File: src/rtl/counter_scheduler.sv
// counter_scheduler: round-robin time-sharing of one external up counter.
// Each requester asks for an interval of `target` ticks. The owner gets a
// clear cycle, then counts until the counter matches the latched target, and
// then receives a one-cycle done pulse. The owner dropping req aborts silently.
module counter_scheduler #(
  parameter int NREQ  = 4,
  parameter int WIDTH = 8
) (
  input  logic                  clk,
  input  logic                  reset,
  input  logic [NREQ-1:0]       req,
  input  logic [NREQ*WIDTH-1:0] target,
  input  logic [WIDTH-1:0]      cnt_value,
  output logic                  cnt_clear,
  output logic                  cnt_enable,
  output logic [NREQ-1:0]       grant,
  output logic [NREQ-1:0]       done,
  output logic                  busy
);

  localparam int IDXW = (NREQ > 1) ? $clog2(NREQ) : 1;

  typedef enum logic [1:0] {
    IDLE  = 2'd0,
    CLEAR = 2'd1,
    RUN   = 2'd2,
    DONE  = 2'd3
  } state_t;

  state_t            state_reg;
  state_t            state_next;
  logic [IDXW-1:0]   last_reg;
  logic [WIDTH-1:0]  tgt_q;
  logic [IDXW-1:0]   pick;
  logic              pick_valid;
  logic [NREQ-1:0]   pick_onehot;
  logic [WIDTH-1:0]  tgt_slice [NREQ];
  logic              owner_req;
  logic              match;

  // Per-requester target slices and one-hot decode of the arbitration winner.
  genvar gi;
  generate
    for (gi = 0; gi < NREQ; gi++) begin : g_slice
      assign tgt_slice[gi]   = target[gi*WIDTH +: WIDTH];
      assign pick_onehot[gi] = (pick == IDXW'(gi));
    end
  endgenerate

  // The owner is the granted requester; only its req matters while busy.
  assign owner_req = |(grant & req);
  assign match     = (cnt_value == tgt_q);

  // Round-robin pick: first asserted req scanning upward from last+1 with wrap.
  // Scanning the offsets from far to near lets the nearest one win.
  always_comb begin
    pick       = last_reg;
    pick_valid = 1'b0;
    for (int k = NREQ; k >= 1; k--) begin
      if (req[(int'(last_reg) + k) % NREQ]) begin
        pick       = IDXW'((int'(last_reg) + k) % NREQ);
        pick_valid = 1'b1;
      end
    end
  end

  // FSM state register.
  always_ff @(posedge clk or negedge reset) begin
    if (!reset) begin
      state_reg <= IDLE;
    end else begin
      state_reg <= state_next;
    end
  end

  // FSM next-state logic; a target match takes precedence over an abort.
  always_comb begin
    state_next = state_reg;
    case (state_reg)
      IDLE:    state_next = pick_valid ? CLEAR : IDLE;
      CLEAR:   state_next = RUN;
      RUN: begin
        if (match) begin
          state_next = DONE;
        end else if (!owner_req) begin
          state_next = IDLE;
        end
      end
      DONE:    state_next = IDLE;
      default: state_next = IDLE;
    endcase
  end

  // FSM outputs: counter control, completion pulse and busy flag.
  always_comb begin
    cnt_clear  = (state_reg == CLEAR);
    cnt_enable = (state_reg == RUN) && !match;
    done       = (state_reg == DONE) ? grant : '0;
    busy       = (state_reg != IDLE);
  end

  // Grant, round-robin pointer and latched target; target is frozen at grant.
  always_ff @(posedge clk or negedge reset) begin
    if (!reset) begin
      grant    <= '0;
      last_reg <= IDXW'(NREQ - 1);
      tgt_q    <= '0;
    end else begin
      case (state_reg)
        IDLE: begin
          if (pick_valid) begin
            grant    <= pick_onehot;
            last_reg <= pick;
            tgt_q    <= tgt_slice[pick];
          end
        end
        RUN: begin
          if (!match && !owner_req) begin
            grant <= '0;
          end
        end
        DONE: begin
          grant <= '0;
        end
        default: begin
        end
      endcase
    end
  end

endmodule

File: config.mk
export PLATFORM = sky130hd
export DESIGN_NAME = counter_scheduler
export DESIGN_NICKNAME = d
export VERILOG_FILES = /design/src/rtl/counter_scheduler.sv
export SDC_FILE = /design/constraint.sdc
export NUM_CORES = 1
export LEC_CHECK = 0
export ABC_AREA = 1
export BUFFER_PORTS_ARGS = -buffer_cell sky130_fd_sc_hd__buf_2
export CAP_MARGIN = 20
export CORE_MARGIN = 1.5
export CORE_UTILIZATION = 25
export DETAILED_ROUTE_END_ITERATION = 7
export GPL_ROUTABILITY_DRIVEN = 1
export GPL_TIMING_DRIVEN = 0
export MAX_ROUTING_LAYER = met4
export PLACE_DENSITY = 0.5
export SYNTH_ARGS = -nofsm -noshare
export SYNTH_HDL_FRONTEND = slang
export SYNTH_SLANG_ARGS = --single-unit
File: constraint.sdc
create_clock -name clk -period 2.2 [get_ports clk]
set_clock_uncertainty 0.15 [all_clocks]
set_input_delay 0 -clock clk [delete_from_list [all_inputs] [get_ports clk]]
set_output_delay 0 -clock clk [all_outputs]
set_load 0.01 [all_outputs]
# Word level (Yosys, flattened, before mapping)
# Cells that the tools add are included.
[classes]
add_sub_neg = 4
bitwise = 6
reduce_logical = 15
mux = 31
n_lt_le_gt_ge = 5
n_eq_ne = 10
[op_table]
columns = ["op", "count"]
rows = [
  ["$bmux W8 S2", 1],
  ["$lt A3 B4 Y1 const B", 4],
  ["$mux W8", 2],
  ["$mux W1", 13],
  ["$mux W2", 6],
  ["$mux W4", 3],
  ["$pmux W4 S3", 1],
  ["$bmux W1 S2", 4],
  ["$eq A2 B2 Y1 const B", 4],
  ["$eq A8 B8 Y1", 1],
  ["$pmux W2 S4", 1],
  ["$reduce_or A2 Y1", 4],
  ["$add A2 B1 Y2 const B", 2],
  ["$add A2 B2 Y2 const B", 2],
  ["$and A1 B1 Y1 const A", 4],
  ["$and A4 B4 Y4", 1],
  ["$eq A2 B1 Y1 const B", 2],
  ["$logic_not A2 Y1", 2],
  ["$reduce_or A4 Y1", 1],
  ["$ge A3 B3 Y1 const B", 1],
  ["$ne A3 B3 Y1 const B", 1],
  ["$not A2 Y3", 1],
  ["$reduce_and A3 Y1", 1],
  ["$reduce_bool A3 Y1", 1],
  ["other kinds (6)", 8],
]
[totals]
elab_cells = 75
out_inout_bits = 11
input_bits = 46
ff_bits = 16

# Longest topological paths before layout
# Gate-level depths: netlist of run 1.
[depth]
word_depth = 14
ltp_mapped = 16
depth_no_buf = 14

# Least setup slack after synthesis of run 1
# No wires, ideal clock.
[synth_path]
kind = "register -> register"
startpoint = "register last_reg[0]"
endpoint = "register tgt_q[3]"
synth_period_minus_slack_ps = 1892
n_path_buf = 2
required_time_ps = 1934
path_stages_with_launch = 16
arrival_time_ps = 1625
slack_ps = 308
cell_sequence = "dfstp_2 > buf_6 > inv_6 > nand3_2 > nand2_1 > nor2_2 > nand2_4 > nand2_4 > nand2_4 > buf_12 > nand3_2 > nand2_1 > nand2_1 > nand2_1 > nand2_1 > nand2_1"
[synth_between]
elab_chain_len = 12
word_cells_on_any_way = 29
classes_between = "add/sub: 4; mux: 23; bitwise: 1; reduce/logical: 1"
[synth_lines]
columns = ["item", "line", "source"]
rows = [
  ["start, declared", "32", "logic [IDXW-1:0] last_reg;"],
  ["start signal, assigned", "106", "last_reg <= IDXW'(NREQ - 1);"],
  ["start signal, assigned", "113", "last_reg <= pick;"],
  ["$add A2 B1 Y2", "60, 61", ""],
  ["$bmux W1 S2", "60", "if (req[(int'(last_reg) + k) % NREQ]) begin"],
  ["$mux W1 (implied by the code) (2 in series)", "60", ""],
  ["$mux W2 (4 in series)", "60", ""],
  ["$not A2 Y3 (implied by the code)", "114", "tgt_q <= tgt_slice[pick];"],
  ["$bmux W8 S2", "114", ""],
  ["$mux W8 (implied by the code) (2 in series)", "114", ""],
  ["end signal, assigned", "114", ""],
  ["end, declared", "33", "logic [WIDTH-1:0] tgt_q;"],
]
# Parallel ways exist; a longest one is shown, timed or not. The select of a mux whose other input is x is not followed.
# A chain may end at the register's enable or synchronous reset.

# Worst setup path in the final report of run 1
# Same ends and word-level chain as after synthesis.

==> metrics.txt, run 1 <==
DR top layer met4; maximum capacitance violations 0; worst path cell trace buf_4, clkbuf_16, nand2_1, nand2_2, nand2_2, nand2_4, nand2_8, nand2_8, nand2_8, clkbuf_16, nand3_1, nand2_1, nand2_1, nand2_1, nand2_1, nand2_1; Worst-path clk slew 0.06 ns; vias in the first global route 1448; GR Overflow Total 0; Port Buf Inserts 56; routed wl met2 2280 um; CTS max path bufs 2; crit-path max FO 7; H-tree depth 1; root buf cell clkbuf_8; worst reg2reg path depth 16; Mapped Cells approximately 240; most common cell after layout, fill and taps aside nand2_1; Antenna Nets Post-Route 0; Vias ~1700; hold depth 7; metal1 wirelength roughly 2200 um; wire length on met3 163 um; CP startpoint last_reg[0]; flop and latch count out of synthesis 16; Residual DRC 0; CTS buffer count 3; pin count of the biggest net entering global routing 17; sequential share of the synthesized area 26.6%; Synth Cell Area 1510 sq um; CP most frequent cell nand2_1; area delta synth->final 55.4%; hold_ws a little under 0.008 ns; initial drt markers 69; FF-to-FF Start last_reg[0]; slowest stage delay, CP 0.55 ns; Die X between 80 and 90 um; Worst setup SP type flip-flop; DIE AREA 6530 sq um; endpoints failing setup 0; CP max stage cell dfstp_2; Slew HR 72.5%; hold path startpoint target[26]; commonest non-fill, non-tap cells in the layout nand2_1, buf_2, nand3_1; num rows 28; Largest register FFs 8; CORE AREA 5890 sq um; Max Slew Vio Count 0; Setup Crit Path Kind reg2reg; first-pass GRT wire length 6490 um; initial core utilization 25.7%; GRT Total Usage 13.0%; leak pwr 0.00132 uW; clock sink count 16; share of cells above drive strength 1 44.0%; pwr/cell area 1810 nW/um^2; initial antenna violation count 0; Nets 366; Hold Violations, Final 0; final WL 4690 um; Top reg by flops tgt_q; Wirelength per Cell 11.9 um; Cell variety after synth 27; via-per-instance ratio 4.42; Top Registers tgt_q: 8 flops, grant: 4 flops; CTS tree done; I/O Pins between 50 and 60; Peak Freq 468 MHz; syn_area_per_cell 6.33 sq um; syn nets between 200 and 300; period utilisation layout between 90 and 100%; Worst Path Arrival 2.13 ns; Detailed Routing Iterations Pass 1 4; status finished clean; min cycle time layout 2.14 ns; CP Data Required Time about 2.2 ns; slack of the critical path 0.0639 ns; Antenna Cells 0; Synth warnings 0; post-DP HPWL 3190 um; HP Class in2reg; CP Capture Type flip-flop; Worst VDD drop 0.000787 V; Worst-Margin Slew 0.412 ns; worst skew pair latency 0.25 ns; gp weighted congestion between 0.7 and 0.8; DP Worst Slack 0.112 ns; Die Ht approximately 80 um
## cell usage after synthesis (all sizes together)
cell type / n / share of area [%]
buf: 7 / 4.9
clkbuf: 1 / 0.25
clkinv: 1 / 0.33
dfrtp: 14 / 23
dfstp: 2 / 3.5
inv: 24 / 6.5
nand2: 110 / 30
nand3: 44 / 20
nand4: 3 / 1.2
nor2: 17 / 4.4
nor3: 1 / 0.33
o211ai: 1 / 0.50
o21ai: 7 / 2.3
o22ai: 4 / 1.7
or2: 3 / 1.2
## through the flow
| step | power [uW] | cells | TNS (ns) | instance area, sq um | util (%) |
|---|---|---|---|---|---|
| 5_1_grt | 4650 | 393 | -0.270 | 2350 | 39.9 |
| 2_1_floorplan | 2480 | 239 | 0 | 1510 | - |
| 3_5_place_dp | 3010 | 370 | 0 | 1890 | 32.1 |
| 6_report | 4260 | 393 | 0 | 2350 | 39.9 |
| 3_3_place_gp | 2980 | 370 | 0 | 1890 | 32.1 |
| 4_1_cts | 3240 | 374 | 0 | 1940 | 32.9 |
## report_power, final
part / switching (uW) / internal [uW] / total (uW)
Sequential: 124 / 450 / 574
Combinational: 1940 / 1530 / 3470
Clock: 98.3 / 121 / 220
Total: 2170 / 2100 / 4260
## critical path: cells and delay by family, from the launching register on
| family | cells | cell delay [ns] |
|---|---|---|
| simple gates | 13 | 0.92 |
| buf+inv | 3 | 0.40 |
| flops | 1 | 0.55 |
## what timing repair did
item	4_1_cts	5_1_grt
hold buffers	1	0
gates resized for setup	0	49
setup endpoints to repair	0	8
endpoints found under the hold margin	16	0
setup buffers	0	13
## metal layers
metal,global-route usage [%],vias to the layer above
met4,4.14,0
li1,-,922
met2,19.7,35
met5,-,-
met3,1.24,5
met1,18.3,774
## cell type report
class | instances | area [sq um]
Buffer | 8 | 100
Clock buffer | 3 | 41.3
Fill cell | 671 | 3530
Inverter | 25 | 118
Multi-Input combinational cell | 191 | 1090
Sequential cell | 16 | 403
Tap cell | 75 | 93.8
Timing Repair Buffer | 75 | 507
## path summary, 6_finish.rpt
check / endpoint / slack, ns
hold / removal: tgt_q[2] / 0.008
hold reg to reg: tgt_q[2] / 0.34
min in group asynchronous: grant[0] / 0.05
setup reg to reg: tgt_q[3] / 0.06
setup / recovery: tgt_q[3] / 0.06
max in group asynchronous: last_reg[1] / 1.55
## cells by family (layout without fill, tap and decap cells)
logic type             after synthesis  after routing  share of synthesized area (%)
and+or+nand+nor                    178            179                           57.0
buffers and inverters               33            111                           11.9
DFF                                 16             16                           26.6
AOI/OAI and AO/OA                   12             12                           4.47
No activity file was read; power rests on OpenSTA's default activity.
==> run 2: changes to the inputs <==
CELL_PAD_IN_SITES_DETAIL_PLACEMENT = 1   (was default)
CELL_PAD_IN_SITES_GLOBAL_PLACEMENT = 1   (was default)
PLACE_DENSITY = 0.67   (was 0.5)
SKIP_LAST_GASP = 1   (was default)
==> metrics.txt, run 2 (same netlist as run 1, synthesis figures left out) <==
CP Capture Type flip-flop; Top Registers tgt_q: 8 flops, grant: 4 flops; CTS max path bufs 2; GR Overflow Total 0; Max Slew Vio Count 0; Residual DRC 0; DP Worst Slack between 0.1 and 0.15 ns; Worst-path clk slew 0.06 ns; Die Ht between 80 and 90 um; most common cell after layout, fill and taps aside nand2_1; crit-path max FO 6; CTS buffer count 3; Die X 80.8 um; post-DP HPWL 3660 um; Worst Path Arrival 2.10 ns; Worst-Margin Slew roughly 0.40 ns; Antenna Nets Post-Route 0; Largest register FFs 8; CTS tree done; min cycle time layout between 2 and 2.5 ns; area delta synth->final 42.9%; maximum capacitance violations 0; fin util about 37%; Non-Filler Instances 388; Vias 1766; unrepaired setup endpoints after global routing true; DIE AREA 6530 sq um; endpoints failing setup 0; commonest non-fill, non-tap cells in the layout nand2_1, buf_2, nand3_1; Worst setup SP type flip-flop; initial core utilization 25.7%; initial antenna violation count 0; Port Buf Inserts 56; Wirelength per Cell around 12 um; via-per-instance ratio approximately 4.6; post-route cell area 2160 sq um; status finished clean; Nets 360; Hold Violations, Final 0; worst skew pair latency about 0.24 ns; first-pass GRT wire length 7400 um; Setup Crit Path Kind reg2reg; root buf cell clkbuf_8; HP Class in2reg; H-tree depth 1; Peak Freq 472 MHz; Top reg by flops tgt_q; CORE AREA 5890 sq um; leak pwr 0.00125 uW; Antenna Cells 0; I/O Pins 57; vias in the first global route roughly 1700; slack of the critical path 0.0834 ns; gp weighted congestion about 0.78; share of cells above drive strength 1 39.0%; GRT Total Usage 14.7%; pwr/cell area approximately 1800 nW/um^2; Worst VDD drop around 0.0008 V; period utilisation layout 96.2%; num rows 28; initial drt markers 61; CP Data Required Time 2.19 ns; dpl cells 370; Placement Cell Area around 1900 sq um; final WL about 4800 um; Slew HR about three quarters; Pwr Total 3880 uW; pin count of the biggest net entering global routing 17; clock sink count 16; Detailed Routing Iterations Pass 1 4
## run 2: cell type report
type,count,area (sq um)
Fill cell,795,3720
Multi-Input combinational cell,191,981
Timing Repair Buffer,70,430
Sequential cell,16,403
Inverter,25,113
Tap cell,75,93.8
Buffer,7,86.3
Clock buffer,4,55.1
## run 2: worst max-delay path: stages, from the launching register on
cell       delay (ns)
dfstp_2          0.54
buf_8            0.13
buf_6            0.11
nand2_1          0.05
nand2_2          0.08
nand2_2          0.08
nand2_2          0.11
clkinv_4         0.10
nand2_8          0.09
nand2_8          0.07
clkbuf_16        0.16
nand3_2          0.05
nand2_1          0.07
nand2_1          0.06
nand2_1          0.05
nand2_1          0.05
nand2_1          0.05
## run 2: routing by layer
layer  wire length, um  global-route usage [%]
met2              2330                    23.6
met3               149                   0.787
met1              2230                    19.6
met4                45                    5.17
met5                 0                       -
## run 2: stage by stage
stage / hold WS [ns] / setup TNS (ns)
floorplan: -0.446 / 0
global placement: -0.215 / 0
detailed placement: -0.211 / 0
CTS: 0.0336 / 0
global route: 0.0744 / -0.405
finish: 0.0299 / 0
## run 2: worst paths after layout
path                             start          end  slack, ns  depth (start not counted)
setup reg to reg           last_reg[0]     tgt_q[7]       0.08                         16
hold / removal              target[26]     tgt_q[2]       0.03                          7
setup / recovery           last_reg[0]     tgt_q[7]       0.08                         16
min in group asynchronous        reset     grant[3]       0.05                          2
max in group asynchronous        reset  last_reg[1]       1.54                          2
hold reg to reg               tgt_q[2]     tgt_q[2]       0.33                          2
## run 2: what timing repair did
| item | CTS | global route |
|---|---|---|
| hold buffers | 1 | 0 |
| endpoints found under the hold margin | 16 | 0 |
| endpoints found under the setup margin | 0 | 10 |
| gates resized for setup | 0 | 23 |
| buffers inserted | 0 | 11 |
## run 2: report_power, final
group	internal [uW]	switching (uW)	leakage, uW
clock network	159	97.2	0.0000288
registers	449	114	0.000199
logic	1280	1780	0.00102
total	1890	1990	0.00125
==> run 3: changes to the inputs <==
CELL_PAD_IN_SITES_DETAIL_PLACEMENT = default   (was 1)
CELL_PAD_IN_SITES_GLOBAL_PLACEMENT = default   (was 1)
CORE_UTILIZATION = 49   (was 25)
PLACE_DENSITY = 0.84   (was 0.67)
==> metrics.txt, run 3 (same netlist as run 1, synthesis figures left out) <==
initial antenna violation count 0; Max Slew Vio Count 0; pwr/cell area 1640 nW/um^2; Die Ht 58.6 um; hold_ws between 0.02 and 0.025 ns; Wirelength per Cell 13.0 um; CP most frequent cell nand2_1; Setup Crit Path Kind reg2reg; post-DP HPWL between 2000 and 3000 um; root buf cell clkbuf_4; Buf+Inv Stages, Crit Path 3; Worst setup SP type flip-flop; endpoints failing setup 0; Vias 1933; initial core utilization 53.0%; CTS max path bufs 2; leak pwr approximately 0.0013 uW; CTS buffer count 3; Port Buf Inserts 56; commonest non-fill, non-tap cells in the layout nand2_1, buf_2, nand3_1; num rows 19; CP max stage cell dfstp_2; share of cells above drive strength 1 33.0%; Hold Violations, Final 0; Pwr Total 3720 uW; CORE AREA 2850 sq um; most common cell after layout, fill and taps aside nand2_1; Peak Freq 467 MHz; Top Registers tgt_q: 8 flops, grant: 4 flops; vias in the first global route approximately 1700; pin count of the biggest net entering global routing 15; Nets 380; Residual DRC 0; via-per-instance ratio roughly 5.3; Worst VDD drop 0.00102 V; GRT Total Usage between 20% and 30%; gp weighted congestion ~0.85; Detailed Routing Iterations Pass 1 7; min cycle time layout 2.14 ns; CP Capture Type flip-flop; area delta synth->final 50.1%; critical path's top delay family simple AND/OR/NAND/NOR gates; period utilisation layout 97.3%; Antenna Nets Post-Route 0; I/O Pins 57; Die X 58.6 um; worst path cell trace buf_8, inv_6, nand3_2, nand2_1, nor2_2, nand2_4, nand2_4, nand2_8, clkbuf_16, nand3_2, nand2_1, nand2_1, nand2_1, nand2_1, nand2_1; Worst-Margin Slew 0.375 ns; fillcell total around 190; maximum capacitance violations 0; status finished clean; slack of the critical path 0.0591 ns; CP Data Required Time 2.23 ns; Largest register FFs 8; Top reg by flops tgt_q; Slew HR 75.0%; initial drt markers 120; Worst Path Arrival 2.17 ns; DP Worst Slack about 0.15 ns; CTS tree done; slowest stage delay, CP between 0.5 and 0.6 ns; H-tree depth 1; Worst-path clk slew ~0.090 ns; worst skew pair latency 0.28 ns; final WL roughly 4700 um; crit-path max FO 9; HP Class in2reg; clock sink count 16; GR Overflow Total 0; DIE AREA about 3400 sq um; first-pass GRT wire length between 7000 and 8000 um; Antenna Cells 0
==> run 3: changes by cell type in the layout (fill, tap and decap cells not counted), sizes merged <==
cell	change
buf	-5
nand2	-1
dlygate4sd3	+24
inv	+2
clkbuf	+2
clkinv	-2
==> run 3: area by class of cell <==
cell class                      count  area, sq um  share of cell area [%]
Timing Repair Buffer               90          648                    28.5
Tap cell                           31         38.8                    1.71
Sequential cell                    16          403                    17.7
Buffer                              8          100                    4.41
Inverter                           25          103                    4.52
Clock buffer                        4         26.3                    1.16
Multi-Input combinational cell    190          952                    41.9
==> run 3: timing repair <==
| action | 4_1_cts | 5_1_grt |
|---|---|---|
| setup buffers | 0 | 5 |
| resized for setup | 0 | 10 |
| hold buffers | 25 | 0 |
| endpoints found under the hold margin | 24 | 0 |
| setup endpoints to repair | 0 | 8 |
==> run 3: worst register-to-register path: stages (launching register included) <==
cell and delay [ns]:
dfstp_2 0.58, buf_8 0.12, inv_6 0.06, nand3_2 0.06, nand2_1 0.06, nor2_2 0.15
nand2_4 0.10, nand2_4 0.13, nand2_8 0.09, clkbuf_16 0.17, nand3_2 0.05, nand2_1 0.05
nand2_1 0.07, nand2_1 0.07, nand2_1 0.07, nand2_1 0.05
==> run 3: power by group <==
| part | switching, uW | internal, uW | leakage, uW |
|---|---|---|---|
| clock network | 88.6 | 70.2 | 0.0000150 |
| registers | 109 | 448 | 0.000199 |
| logic | 1760 | 1240 | 0.00110 |
==> run 3: path summary, 6_finish.rpt <==
check	to	slack, ns	cells after the start	start
worst max-delay path	tgt_q[1]	0.06	15	last_reg[0]
worst max register to register	tgt_q[1]	0.06	15	last_reg[0]
worst min register to register	tgt_q[2]	0.36	2	tgt_q[2]
worst min-delay path	tgt_q[6]	0.02	7	target[6]
min in group asynchronous	state_reg[0]	0.55	3	reset
max in group asynchronous	tgt_q[1]	0.49	4	reset
==> run 3: metal layers <==
metal	wire length [um]	vias to the layer above	global-route usage (%)
met2	2260	143	47.5
met3	418	20	3.96
li1	-	954	-
met4	147	0	7.97
met5	0	-	-
met1	1910	816	35.4
==> run 3: through the flow <==
step | setup TNS, ns | cells | util [%] | cell area, sq um
floorplan | 0 | 239 | - | 1510
global placement | 0 | 326 | 64.2 | 1830
detailed placement | 0 | 326 | 64.2 | 1830
CTS | 0 | 355 | 73.9 | 2110
global route | -0.242 | 364 | 79.6 | 2270
finish | 0 | 364 | 79.6 | 2270
